--- src/rtl/uart_prog_pkg.sv ---
// Shared types and defaults for the UART program loader.
package uart_prog_pkg;

    typedef enum logic [1:0] {IDLE, START, DATA, STOP} rx_state_e;

    localparam int          CLKS_PER_BIT_DEF = 347;
    localparam int          ADDR_W_DEF       = 14;
    localparam logic [31:0] END_WORD_DEF     = 32'h0000_0FFF;

    // Bit-timing counter width; it must hold CLKS_PER_BIT-1.
    function automatic int cnt_width(input int clks);
        return $clog2(clks);
    endfunction

endpackage

--- src/rtl/uart_rx_byte.sv ---
// 8N1 UART byte receiver: 2-FF synchronizer, mid-bit sampling FSM.
module uart_rx_byte
    import uart_prog_pkg::*;
#(
    parameter int CLKS_PER_BIT = CLKS_PER_BIT_DEF
) (
    input  logic       clk,
    input  logic       rst,
    input  logic       en,
    input  logic       rx,
    output logic       byte_valid,
    output logic [7:0] byte_data,
    output logic       frame_err
);
    localparam int             CNT_W     = cnt_width(CLKS_PER_BIT);
    localparam logic [CNT_W-1:0] BIT_LAST  = CNT_W'(CLKS_PER_BIT - 1);
    localparam logic [CNT_W-1:0] HALF_LAST = CNT_W'(CLKS_PER_BIT / 2 - 1);

    logic             rx_meta, rx_s;
    rx_state_e        state;
    logic [CNT_W-1:0] cnt;
    logic [2:0]       bit_idx;
    logic [7:0]       shreg;

    assign byte_data = shreg;

    // Bring the asynchronous line into the clock domain; idles high.
    always_ff @(posedge clk) begin
        if (rst) begin
            rx_meta <= 1'b1;
            rx_s    <= 1'b1;
        end else begin
            rx_meta <= rx;
            rx_s    <= rx_meta;
        end
    end

    // Frame FSM: half-bit to centre on the start bit, then one bit period per sample.
    always_ff @(posedge clk) begin
        if (rst) begin
            state      <= IDLE;
            cnt        <= '0;
            bit_idx    <= '0;
            shreg      <= '0;
            byte_valid <= 1'b0;
            frame_err  <= 1'b0;
        end else begin
            byte_valid <= 1'b0;
            frame_err  <= 1'b0;
            if (!en) begin
                state <= IDLE;
                cnt   <= '0;
            end else begin
                case (state)
                    IDLE: begin
                        cnt <= '0;
                        if (!rx_s) state <= START;
                    end
                    START: begin
                        if (cnt == HALF_LAST) begin
                            cnt     <= '0;
                            bit_idx <= '0;
                            // A start bit that is gone by mid-bit was a glitch.
                            state   <= rx_s ? IDLE : DATA;
                        end else begin
                            cnt <= cnt + 1'b1;
                        end
                    end
                    DATA: begin
                        if (cnt == BIT_LAST) begin
                            cnt   <= '0;
                            shreg <= {rx_s, shreg[7:1]};
                            if (bit_idx == 3'd7) state <= STOP;
                            else bit_idx <= bit_idx + 1'b1;
                        end else begin
                            cnt <= cnt + 1'b1;
                        end
                    end
                    STOP: begin
                        if (cnt == BIT_LAST) begin
                            cnt   <= '0;
                            state <= IDLE;
                            if (rx_s) byte_valid <= 1'b1;
                            else      frame_err  <= 1'b1;
                        end else begin
                            cnt <= cnt + 1'b1;
                        end
                    end
                    default: state <= IDLE;
                endcase
            end
        end
    end

endmodule

--- src/rtl/uart_prog_loader.sv ---
// UART boot loader: packs received bytes little-endian into words and
// writes them to instruction memory until the terminator word arrives.
module uart_prog_loader
    import uart_prog_pkg::*;
#(
    parameter int          CLKS_PER_BIT = CLKS_PER_BIT_DEF,
    parameter int          ADDR_W       = ADDR_W_DEF,
    parameter logic [31:0] END_WORD     = END_WORD_DEF
) (
    input  logic              wb_clk_i,
    input  logic              wb_rst_i,
    input  logic              enable_i,
    input  logic              rx_i,
    output logic              mem_we_o,
    output logic [ADDR_W-1:0] mem_addr_o,
    output logic [31:0]       mem_wdata_o,
    output logic              prog_done_o,
    output logic              core_rst_o,
    output logic              frame_err_o,
    output logic              addr_ovf_o
);
    logic        rx_en;
    logic        rx_valid;
    logic [7:0]  rx_byte;
    logic        rx_ferr;
    logic [1:0]  byte_idx;
    logic [31:0] word;
    logic        word_rdy;

    // Once the program is in, the line is ignored until reset.
    assign rx_en      = enable_i & ~prog_done_o;
    assign core_rst_o = ~prog_done_o;

    uart_rx_byte #(.CLKS_PER_BIT(CLKS_PER_BIT)) u_rx (
        .clk        (wb_clk_i),
        .rst        (wb_rst_i),
        .en         (rx_en),
        .rx         (rx_i),
        .byte_valid (rx_valid),
        .byte_data  (rx_byte),
        .frame_err  (rx_ferr)
    );

    // Byte packing, word dispatch, address counter and sticky status.
    always_ff @(posedge wb_clk_i) begin
        if (wb_rst_i) begin
            byte_idx    <= '0;
            word        <= '0;
            word_rdy    <= 1'b0;
            mem_we_o    <= 1'b0;
            mem_addr_o  <= '0;
            mem_wdata_o <= '0;
            prog_done_o <= 1'b0;
            frame_err_o <= 1'b0;
            addr_ovf_o  <= 1'b0;
        end else begin
            mem_we_o <= 1'b0;
            word_rdy <= 1'b0;

            // Address advances the cycle after each strobe.
            if (mem_we_o) begin
                mem_addr_o <= mem_addr_o + ADDR_W'(1);
                if (&mem_addr_o) addr_ovf_o <= 1'b1;
            end

            if (rx_ferr) frame_err_o <= 1'b1;

            if (!enable_i) begin
                byte_idx <= '0;
                word     <= '0;
            end else if (rx_valid) begin
                word[{byte_idx, 3'b000} +: 8] <= rx_byte;
                byte_idx <= byte_idx + 1'b1;
                if (byte_idx == 2'd3) word_rdy <= 1'b1;
            end

            // The terminator closes loading and is never written.
            if (word_rdy) begin
                if (word == END_WORD) begin
                    prog_done_o <= 1'b1;
                end else begin
                    mem_we_o    <= 1'b1;
                    mem_wdata_o <= word;
                end
            end
        end
    end

endmodule

--- config.mk ---
export PLATFORM = sky130hd
export DESIGN_NAME = uart_prog_loader
export DESIGN_NICKNAME = d
export VERILOG_FILES = /design/src/rtl/uart_prog_pkg.sv /design/src/rtl/uart_rx_byte.sv /design/src/rtl/uart_prog_loader.sv
export SDC_FILE = /design/constraint.sdc
export NUM_CORES = 1
export LEC_CHECK = 0
export ABC_AREA = 0
export ABC_CLOCK_PERIOD_IN_PS = 3070
export BUFFER_PORTS_ARGS = -buffer_cell sky130_fd_sc_hd__buf_2
export CAP_MARGIN = 5
export CORE_MARGIN = 5
export CORE_UTILIZATION = 60
export CTS_CLUSTER_DIAMETER = 50
export DETAILED_ROUTE_END_ITERATION = 10
export PLACE_DENSITY = 0.93
export SLEW_MARGIN = 20
export SYNTH_ARGS = -nofsm -noshare
export SYNTH_HDL_FRONTEND = slang
export SYNTH_HIERARCHICAL = 1
export SYNTH_SLANG_ARGS = --single-unit
--- constraint.sdc ---
create_clock -name wb_clk_i -period 3.07 [get_ports wb_clk_i]
set_clock_uncertainty 0.15 [all_clocks]
set_input_delay 0.7675 -clock wb_clk_i [delete_from_list [all_inputs] [get_ports wb_clk_i]]
set_output_delay 0.7675 -clock wb_clk_i [all_outputs]
set_load 0.05 [all_outputs]
==> impl_results.md, run 1 <==
* Status: completed
* Largest family of logic cells by synthesized area: simple AND/OR/NAND/NOR gates
* Synth-to-Final Area Change at 10.5%
* DR iter-0 viols at 168
* Syn. warnings at 6
* CP max stage delay at 0.65 ns
* Largest net degree at the start of global routing at 54
* Die Area at 9780 sq um
* Antenna violations before repair at 0
* Hold Crit Class: reg2reg
* Synth area leaders: dfxtp_1 (47%), mux2i_1 (9.3%), nand2b_1 (8.8%), nor2_1 (6.2%), a22oi_1 (5.1%)
* Post-synthesis simple-gate area fraction at 0.259
* Synth cell types at 46
* Mapped Area at 4740 sq um
* CP most frequent cell: inv_1
* Placed cell count at 618
* Mapped Avg Cell Area at 9.90 sq um
* CTS tree: yes
* Post-Synth Adder-Cell Area at 0.0317
* Nets at 543
* First-pass GRT wire length at 15.6 mm
* Cells after Synth at 479
* Worst slew pin tran at 0.742 ns
* PD cells at 436 nW/um^2
* Ys async rst share at 0
* Crit-path max FO at 8
* Antenna diodes at 0
* Crit path DAT at 2.55 ns
* GR Overflow Total at 0
* Vias per cell at 5.58
* Total core area at 7730 sq um
* Synth Register Bits at 111
* Routed Antenna Nets at 0
* Initial Utilization at 0.614
* Max-slew violations at 0
* # rows at 32
* Xor/xnor cell area share of the yosys netlist at 0.0351
* Crit end category: register
* Register area share after synthesis at 0.468
* Slew HR at 0.504
* Hold Fails Final Rpt at 0
* Fraction of layout cells with a size suffix above 1 at 0.173
* Commonest non-fill, non-tap cell in the layout: dfxtp_1
* Fillcell total at 605
* Die X at 98.9 microns
* Initial DRT Pass Iterations at 5
* Drt wl/cell at 14.7 microns
* Synth Area in Compound Gates at 0.0704
* Clock Tree Root: clkbuf_8
* Max Cap Viol at 0
* Final cell count without fillers at 633
* All-Layer GR Usage at 0.193
* H-tree depth at 3
* Mux contribution to synthesized area at 0.0976
* Post-CTS Setup Bufs at 0
* RSZ-0062 raised after global routing: no
* Final Critical Period at 2.41 ns
* DR vias at 3531
* Cell breakdown of the critical path: inv_1 -> ha_1 -> inv_1 -> nor4b_2 -> a22oi_1 -> nor2_1
* Yosys top cell area share at 0.468
* I/O pin total at 55
* Vias in the first global route at 3376
* Number of synthesized flops with an enable pin at 0
* Main synth FF type: dfxtp_1
* Setup crit start kind: register
* Max clock buf depth at 2
* Clock buffer count from CTS at 9
* Area leader, netlist: dfxtp_1
* Die Y at 98.9 microns
* Most frequent cells in the layout: dfxtp_1 (111), nor2_1 (78), nand2b_1 (67)
* Worst-Skew Late Latency at 0.36 ns
* CP max stage cell: nor4b_2
* Total negative slack at 0 ns
* Port Buffers at 54
* Fmax at 415 MHz
* Syn Nets at 495
* WL final at 9.30 mm
* Maximum vdd drop at 0.000264 V
* CP Class: reg2reg
* Clock sinks at 111
* DP Wirelength at 6.70 mm
* DRC at 0
* Routability cong. at 0.836
* Resize count post-CTS at 0
* Pleak at 1.93 nW
* CP required at 3.21 ns
* Final critical-path share of the clock period at 0.785
* CTS hold repair buffers at 0
* Endpoints failing setup at 0
* Clock-pin slew on the worst setup and hold paths at 0.09 ns
==> Yosys cell counts (3+ instances only) <==
master and n:
dfxtp_1 111, nor4b_2 3, and4_1 4, clkbuf_1 16, nor3_1 5, nand4_1 8, mux2i_1 44, ha_1 12
and3_1 4, nand3_1 12, nand2_2 3, or2b_1 3, xnor2_1 8, nand2b_1 67, a22oi_1 32, inv_1 9
nor2_1 78, xor2_1 11, nor2b_1 5, nand2_1 7, buf_12 3, nor4_1 5
==> sequential cells by signal (all words and copies together) (netlist names), 2 cells and up, named ones only <==
| name | flops |
|---|---|
| mem_addr_o | 14 |
| word | 32 |
| byte_idx | 2 |
| u_rx/bit_idx | 3 |
| u_rx/cnt | 9 |
| u_rx/byte_data | 8 |
| mem_wdata_o | 32 |
==> layer usage <==
| metal | vias to the layer above | track usage | wire length [microns] |
|---|---|---|---|
| li1 | 1745 | - | - |
| met1 | 1678 | 0.244 | 3980 |
| met2 | 91 | 0.326 | 4680 |
| met3 | 17 | 0.0311 | 456 |
| met4 | 0 | 0.0788 | 186 |
| met5 | - | 0 | 0 |
==> path summary, 6_finish.rpt <==
check,from,endpoint,slack [ns],cells past startpoint
hold reg to reg,u_rx/rx_meta,u_rx/rx_s,0.27,1
setup reg to reg,byte_idx[0],word[18],0.66,6
setup / recovery,byte_idx[0],word[18],0.66,6
hold / removal,u_rx/rx_meta,u_rx/rx_s,0.27,1
==> critical path: cells and delay by family (launching register included) <==
kind	cells	cell delay, ns
simple gates	2	0.78
flops	1	0.53
fa+ha+maj	1	0.44
buf+inv	2	0.28
compound gates	1	0.17
==> report_power, final <==
group / internal [W] / total, W / switching [W]
clock network: 0.000339 / 0.000794 / 0.000456
registers: 0.00144 / 0.00144 / 0.00000152
logic: 0.0000208 / 0.0000483 / 0.0000275
==> through the flow <==
stage	area, sq um	hold WS (ns)	worst slack [ns]	power (W)	util
floorplan	4740	0.239	0.827	0.00151	-
global placement	5060	0.242	0.636	0.00152	0.655
detailed placement	5060	0.247	0.560	0.00152	0.655
CTS	5240	0.269	0.712	0.00231	0.678
global route	5240	0.286	0.537	0.00237	0.678
finish	5240	0.267	0.659	0.00228	0.678
==> final cells by class <==
class / instances / area, sq um / share of cell area
Clock inverter: 4 / 30.0 / 0.00573
Multi-Input combinational cell: 336 / 2350 / 0.449
Sequential cell: 111 / 2220 / 0.424
Tap cell: 102 / 128 / 0.0243
Clock buffer: 11 / 151 / 0.0289
Timing Repair Buffer: 59 / 320 / 0.0611
Inverter: 10 / 37.5 / 0.00716
==> cell families (layout without fill, tap and decap cells) <==
kind of cell / count (synthesis) / in the layout
DFF: 111 / 111
xor gates and xnor gates: 19 / 19
buffers and inverters: 32 / 84
AOI/OAI and AO/OA: 44 / 44
and+or+nand+nor: 215 / 215
muxes: 46 / 46
adders and majority gates: 12 / 12
(Power assumes the default switching activity.)
==> run 2, diff against run 1 <==
Settings changed: ABC_AREA 0 to 1, ABC_CLOCK_PERIOD_IN_PS 3070 to 2500, CORE_UTILIZATION 60 to 58, PLACE_DENSITY 0.93 to 0.9.
Clock period 3.07 ns to 2.5 ns, I/O delays scaled along.
==> run 2 against run 1 <==
  * Register-to-register slack got worse by 0.42 ns
  * Critical path depth increased by 1
  * Final area increased by 4.1%
  * Via count increased by 29%
  * Die area increased by 7.2%
  * Area after synthesis increased by 4.5%
  * Wire length increased by 19%
  * Worst hold slack improved by 0.0069 ns
  * Setup slack got worse by 0.42 ns
  * Flip-flop and latch count unchanged
==> impl_results.md, run 2 <==
* Clock buffer count from CTS at 9
* First-pass GRT wire length at 19.1 mm
* Max Cap Viol at 0
* Slew HR at 0.599
* Routability cong. at 0.942
* Design internal power at 0.00232 W
* Routed Antenna Nets at 0
* Resize count post-CTS at 0
* Max-slew violations at 0
* Nets at 749
* Main synth FF type: dfxtp_1
* Synth Register Bits at 111
* WL final at 11.0 mm
* Top delay family on crit path: simple AND/OR/NAND/NOR gates
* Worst-Skew Late Latency at 0.37 ns
* Yosys top cell area share at 0.448
* DP Area at 5240 sq um
* Mapped Area at 4950 sq um
* Status: completed
* PD cells at 545 nW/um^2
* CP max stage cell: dfxtp_1
* CP Class: reg2reg
* Clock Tree Root: clkbuf_8
* Initial Utilization at 0.600
* Number of synthesized flops with an enable pin at 0
* Maximum vdd drop at 0.000258 V
* Crit path DAT at 2.41 ns
* Cells after Synth at 691
* Most instantiated library cell after synthesis: nand2_1
* Pleak at 2.24 nW
* Mapped Avg Cell Area at 7.17 sq um
* Final critical-path share of the clock period at 0.906
* Psw at 0.000655 W
* Drt wl/cell at 13.1 microns
* CP max stage delay at 0.47 ns
* Vias in the first global route at 4197
* Initial DRT Pass Iterations at 5
* Final Critical Period at 2.27 ns
* Hold Crit Class: reg2reg
* Total core area at 8260 sq um
* CP required at 2.65 ns
* Ys async rst share at 0
* Syn. warnings at 6
* DP Wirelength at 7.85 mm
* Crit end category: register
* DR iter-0 viols at 211
* Crit path buf inv count at 2
* Vias per cell at 5.41
* Synth-to-Final Area Change at 10.1%
* Clock-pin slew on the worst setup and hold paths at 0.10 ns
* I/O pin total at 55
* Synth cell types at 33
* Hold Fails Final Rpt at 0
* Largest net degree at the start of global routing at 67
* Total negative slack at 0 ns
* DR vias at 4562
* Fmax at 441 MHz
* Cell breakdown of the critical path: inv_1 -> ha_1 -> inv_1 -> nand2_1 -> nor2_1 -> nand2_1 -> a21oi_1
* Register area share after synthesis at 0.448
* Port Buffers at 54
* Combinational share of power at 0.023
* Syn Nets at 707
* Area leader, netlist: dfxtp_1
* Endpoints failing setup at 0
* Fraction of layout cells with a size suffix above 1 at 0.140
* Most frequent cells in the layout: nand2_1 (161), dfxtp_1 (110), nor2_1 (89)
* Max clock buf depth at 2
* Antenna violations before repair at 0
* Post-CTS Setup Bufs at 0
* Synth cell count leaders: nand2_1 (162), dfxtp_1 (111), nor2_1 (89)
* Synth area leaders: dfxtp_1 (45%), nand2_1 (12%), a21oi_1 (8.0%), nor2_1 (6.7%), inv_1 (6.2%)
* Clk pwr share at 0.380
* GR Overflow Total at 0
* DRC at 0
* All-Layer GR Usage at 0.227
* Post-route cell area at 5460 sq um
* Biggest regs: mem_wdata_o x32, word x32, mem_addr_o x14
* CTS hold repair buffers at 0
* Worst slew pin tran at 0.602 ns
* Setup crit start kind: register
* RSZ-0062 raised after global routing: no
* Crit-path max FO at 13
* Die X at 102 microns
* Die Y at 102 microns
* Register share of total power at 0.597
* Die Area at 10500 sq um
* # rows at 33
* Commonest non-fill, non-tap cell in the layout: nand2_1
* Clock sinks at 111
* CTS tree: yes
* Switching part of the total at 0.220
* Antenna diodes at 0
* H-tree depth at 3
-- run 2: cell count changes after synthesis, moves of 7 or more --
cell      previous run  this run
nand2b_1            67         0
xor2_1              11         1
o21ai_1              0        10
mux2i_1             44         0
nor2_1              78        89
a22oi_1             32         0
a211oi_1             0         9
inv_2                0         7
nand2_1              7       162
a21oi_1              2        79
a31oi_1              1        11
inv_1                9        82
nand3_1             12        45
-- run 2: cells by family (layout without fill, tap and decap cells) --
| kind of cell | count (synthesis) | in the layout | share of synthesized area |
|---|---|---|---|
| xor+xnor | 5 | 5 | 0.00884 |
| buf+inv | 118 | 165 | 0.100 |
| flops | 111 | 111 | 0.448 |
| simple gates | 329 | 329 | 0.287 |
| compound gates | 116 | 116 | 0.125 |
| fa+ha+maj | 12 | 12 | 0.0303 |
-- run 2: cell type report --
class,instances,area [sq um]
fill,675,2800
multi-input combinational,462,2240
sequential,111,2220
inverter,90,338
timing repair buffer,59,308
clock buffer,11,151
tap,105,131
clock inverter,5,63.8
-- run 2: per-layer routing --
layer	share of wire	vias to the layer above	track usage
met5	0	-	0
met4	0.028	0	0.111
met3	0.055	32	0.0403
met2	0.49	139	0.379
met1	0.43	2110	0.282
li1	-	2281	-
-- run 2: path summary, 6_finish.rpt --
| kind | start | to | slack (ns) | cells after the start |
|---|---|---|---|---|
| setup reg to reg | byte_idx[0] | word[3] | 0.23 | 7 |
| hold reg to reg | u_rx/rx_meta | u_rx/rx_s | 0.27 | 1 |
| hold / removal | u_rx/rx_meta | u_rx/rx_s | 0.27 | 1 |
| setup / recovery | byte_idx[0] | word[3] | 0.23 | 7 |
-- run 2: power by group through the flow --
stage / logic (W) / registers [W] / clock network (W)
after floorplan: 0.0000522 / 0.00181 / 0
after global placement: 0.0000661 / 0.00181 / 0
after detailed placement: 0.0000681 / 0.00181 / 0
after CTS: 0.0000687 / 0.00177 / 0.00114
after global routing: 0.0000785 / 0.00177 / 0.00122
final: 0.0000693 / 0.00177 / 0.00113
-- run 2: metrics by stage --
step | power, W | utilization | std cells | setup slack (ns) | hold slack [ns]
after floorplan | 0.00187 | - | 691 | 0.571 | 0.239
after global placement | 0.00188 | 0.635 | 827 | 0.517 | 0.248
after detailed placement | 0.00188 | 0.635 | 827 | 0.282 | 0.251
after CTS | 0.00299 | 0.661 | 843 | 0.254 | 0.269
after global routing | 0.00308 | 0.661 | 843 | 0.0612 | 0.267
final | 0.00297 | 0.661 | 843 | 0.235 | 0.273
==> run 3, diff against run 2 <==
Settings changed: ABC_AREA 1 to default.
==> run 3 against run 2 <==
  * Via count decreased by 21%
  * Worst hold slack got worse by 0.0076 ns
  * Fmax increased by 3.8%
  * Critical endpoint is now word[30]
  * First-iteration DRC count decreased by 37%
  * Utilization decreased by 0.75 points
  * Setup slack improved by 0.084 ns
  * Die area decreased by 3.9%
==> impl_results.md, run 3 (synthesis gave the netlist of run 1 again) <==
* Status: completed
* Clock buffer count from CTS at 9
* Clock Tree Root: clkbuf_8
* Crit end category: register
* Pleak at 1.95 nW
* CTS tree: yes
* Hold slack at 0.266 ns
* Reg-to-reg setup timing slack at 0.32 ns
* Synth-to-Final Area Change at 11.4%
* Fmax at 458 MHz
* Combinational share of power at 0.021
* Biggest regs: mem_wdata_o x32, word x32, mem_addr_o x14
* Clock-pin slew on the worst setup and hold paths at 0.10 ns
* Max-slew violations at 0
* Resize count post-CTS at 0
* Final Critical Period at 2.18 ns
* Switching part of the total at 0.217
* DR iter-0 viols at 132
* WL final at 9.61 mm
* Slew HR at 0.504
* Vias per cell at 5.59
* Worst-Skew Late Latency at 0.36 ns
* Setup crit start kind: register
* Worst slew pin tran at 0.743 ns
* Hold Crit Class: reg2reg
* Antenna diodes at 0
* CP required at 2.66 ns
* Crit path buf inv count at 2
* Psw at 0.000616 W
* CP max stage cell: dfxtp_1
* GR Overflow Total at 0
* PD cells at 536 nW/um^2
* Drt wl/cell at 15.0 microns
* Post-CTS Setup Bufs at 0
* CP Class: reg2reg
* Cell breakdown of the critical path: inv_1 -> ha_1 -> nor4b_2 -> buf_4 -> a22oi_1 -> nor2_1
* Max Cap Viol at 0
* Clk pwr share at 0.354
* Design internal power at 0.00222 W
* Dpl ws at 0.316 ns
* Initial Utilization at 0.586
* Maximum vdd drop at 0.000262 V
* DRC at 0
* H-tree depth at 3
* All-Layer GR Usage at 0.190
* Routed Antenna Nets at 0
* Initial DRT Pass Iterations at 6
* Largest net degree at the start of global routing at 36
* Total core area at 8090 sq um
* Most frequent cells in the layout: dfxtp_1 (111), nor2_1 (78), nand2b_1 (67)
* Nets at 548
* Final worst slack at 0.318 ns
* Die X at 100 microns
* Antenna violations before repair at 0
* Final critical-path share of the clock period at 0.873
* Top delay family on crit path: simple AND/OR/NAND/NOR gates
* CP max stage delay at 0.51 ns
* RSZ-0062 raised after global routing: no
* Routability cong. at 0.827
* Fraction of layout cells with a size suffix above 1 at 0.179
* Crit-path max FO at 7
* Register share of total power at 0.624
* Die Area at 10100 sq um
* DR vias at 3591
* Die Y at 100 microns
* Clock sinks at 111
* Vias in the first global route at 3419
* Crit path DAT at 2.34 ns
* I/O pin total at 55
* Total negative slack at 0 ns
* Port Buffers at 54
* Endpoints failing setup at 0
* First-pass GRT wire length at 15.5 mm
* # rows at 33
* Max clock buf depth at 2
* Hold Fails Final Rpt at 0
* Commonest non-fill, non-tap cell in the layout: dfxtp_1
* CTS hold repair buffers at 0
* DP Wirelength at 6.92 mm
-- run 3: cell type report --
class                      instances  area (sq um)
clock buffer                      13           159
clock inverter                     3          25.0
fill                             662          2810
inverter                          10          37.5
multi-input combinational        336          2350
sequential                       111          2220
tap                              105           131
timing repair buffer              64           358
-- run 3: worst reg2reg max path, cell delays in order, from the launching register on --
cell and delay (ns):
dfxtp_1 0.51, inv_1 0.21, ha_1 0.42, nor4b_2 0.44, buf_4 0.23, a22oi_1 0.08, nor2_1 0.10
-- run 3: per-layer routing --
layer / track usage / share of wire
met4: 0.0570 / 0.015
met3: 0.0521 / 0.060
met5: 0 / 0
met2: 0.338 / 0.49
met1: 0.221 / 0.43
-- run 3: worst paths after layout --
check | startpoint | to | cells after the start
worst max register to register | byte_idx[0] | word[30] | 6
worst min register to register | u_rx/rx_meta | u_rx/rx_s | 1
worst min-delay path | u_rx/rx_meta | u_rx/rx_s | 1
worst max-delay path | byte_idx[0] | word[30] | 6
-- run 3: power by group through the flow --
stage          clock, W  sequential, W  combinational, W
2_1_floorplan         0        0.00181         0.0000461
3_3_place_gp          0        0.00181         0.0000575
3_5_place_dp          0        0.00181         0.0000593
4_1_cts         0.00102        0.00177         0.0000595
5_1_grt         0.00110        0.00177         0.0000648
6_report        0.00100        0.00177         0.0000596
-- run 3: metrics by stage --
step | cells | power [W] | cell area [sq um] | utilization
floorplan | 479 | 0.00186 | 4740 | -
global placement | 626 | 0.00187 | 5100 | 0.630
detailed placement | 626 | 0.00187 | 5100 | 0.630
CTS | 642 | 0.00285 | 5290 | 0.653
global route | 642 | 0.00293 | 5290 | 0.653
finish | 642 | 0.00283 | 5290 | 0.653
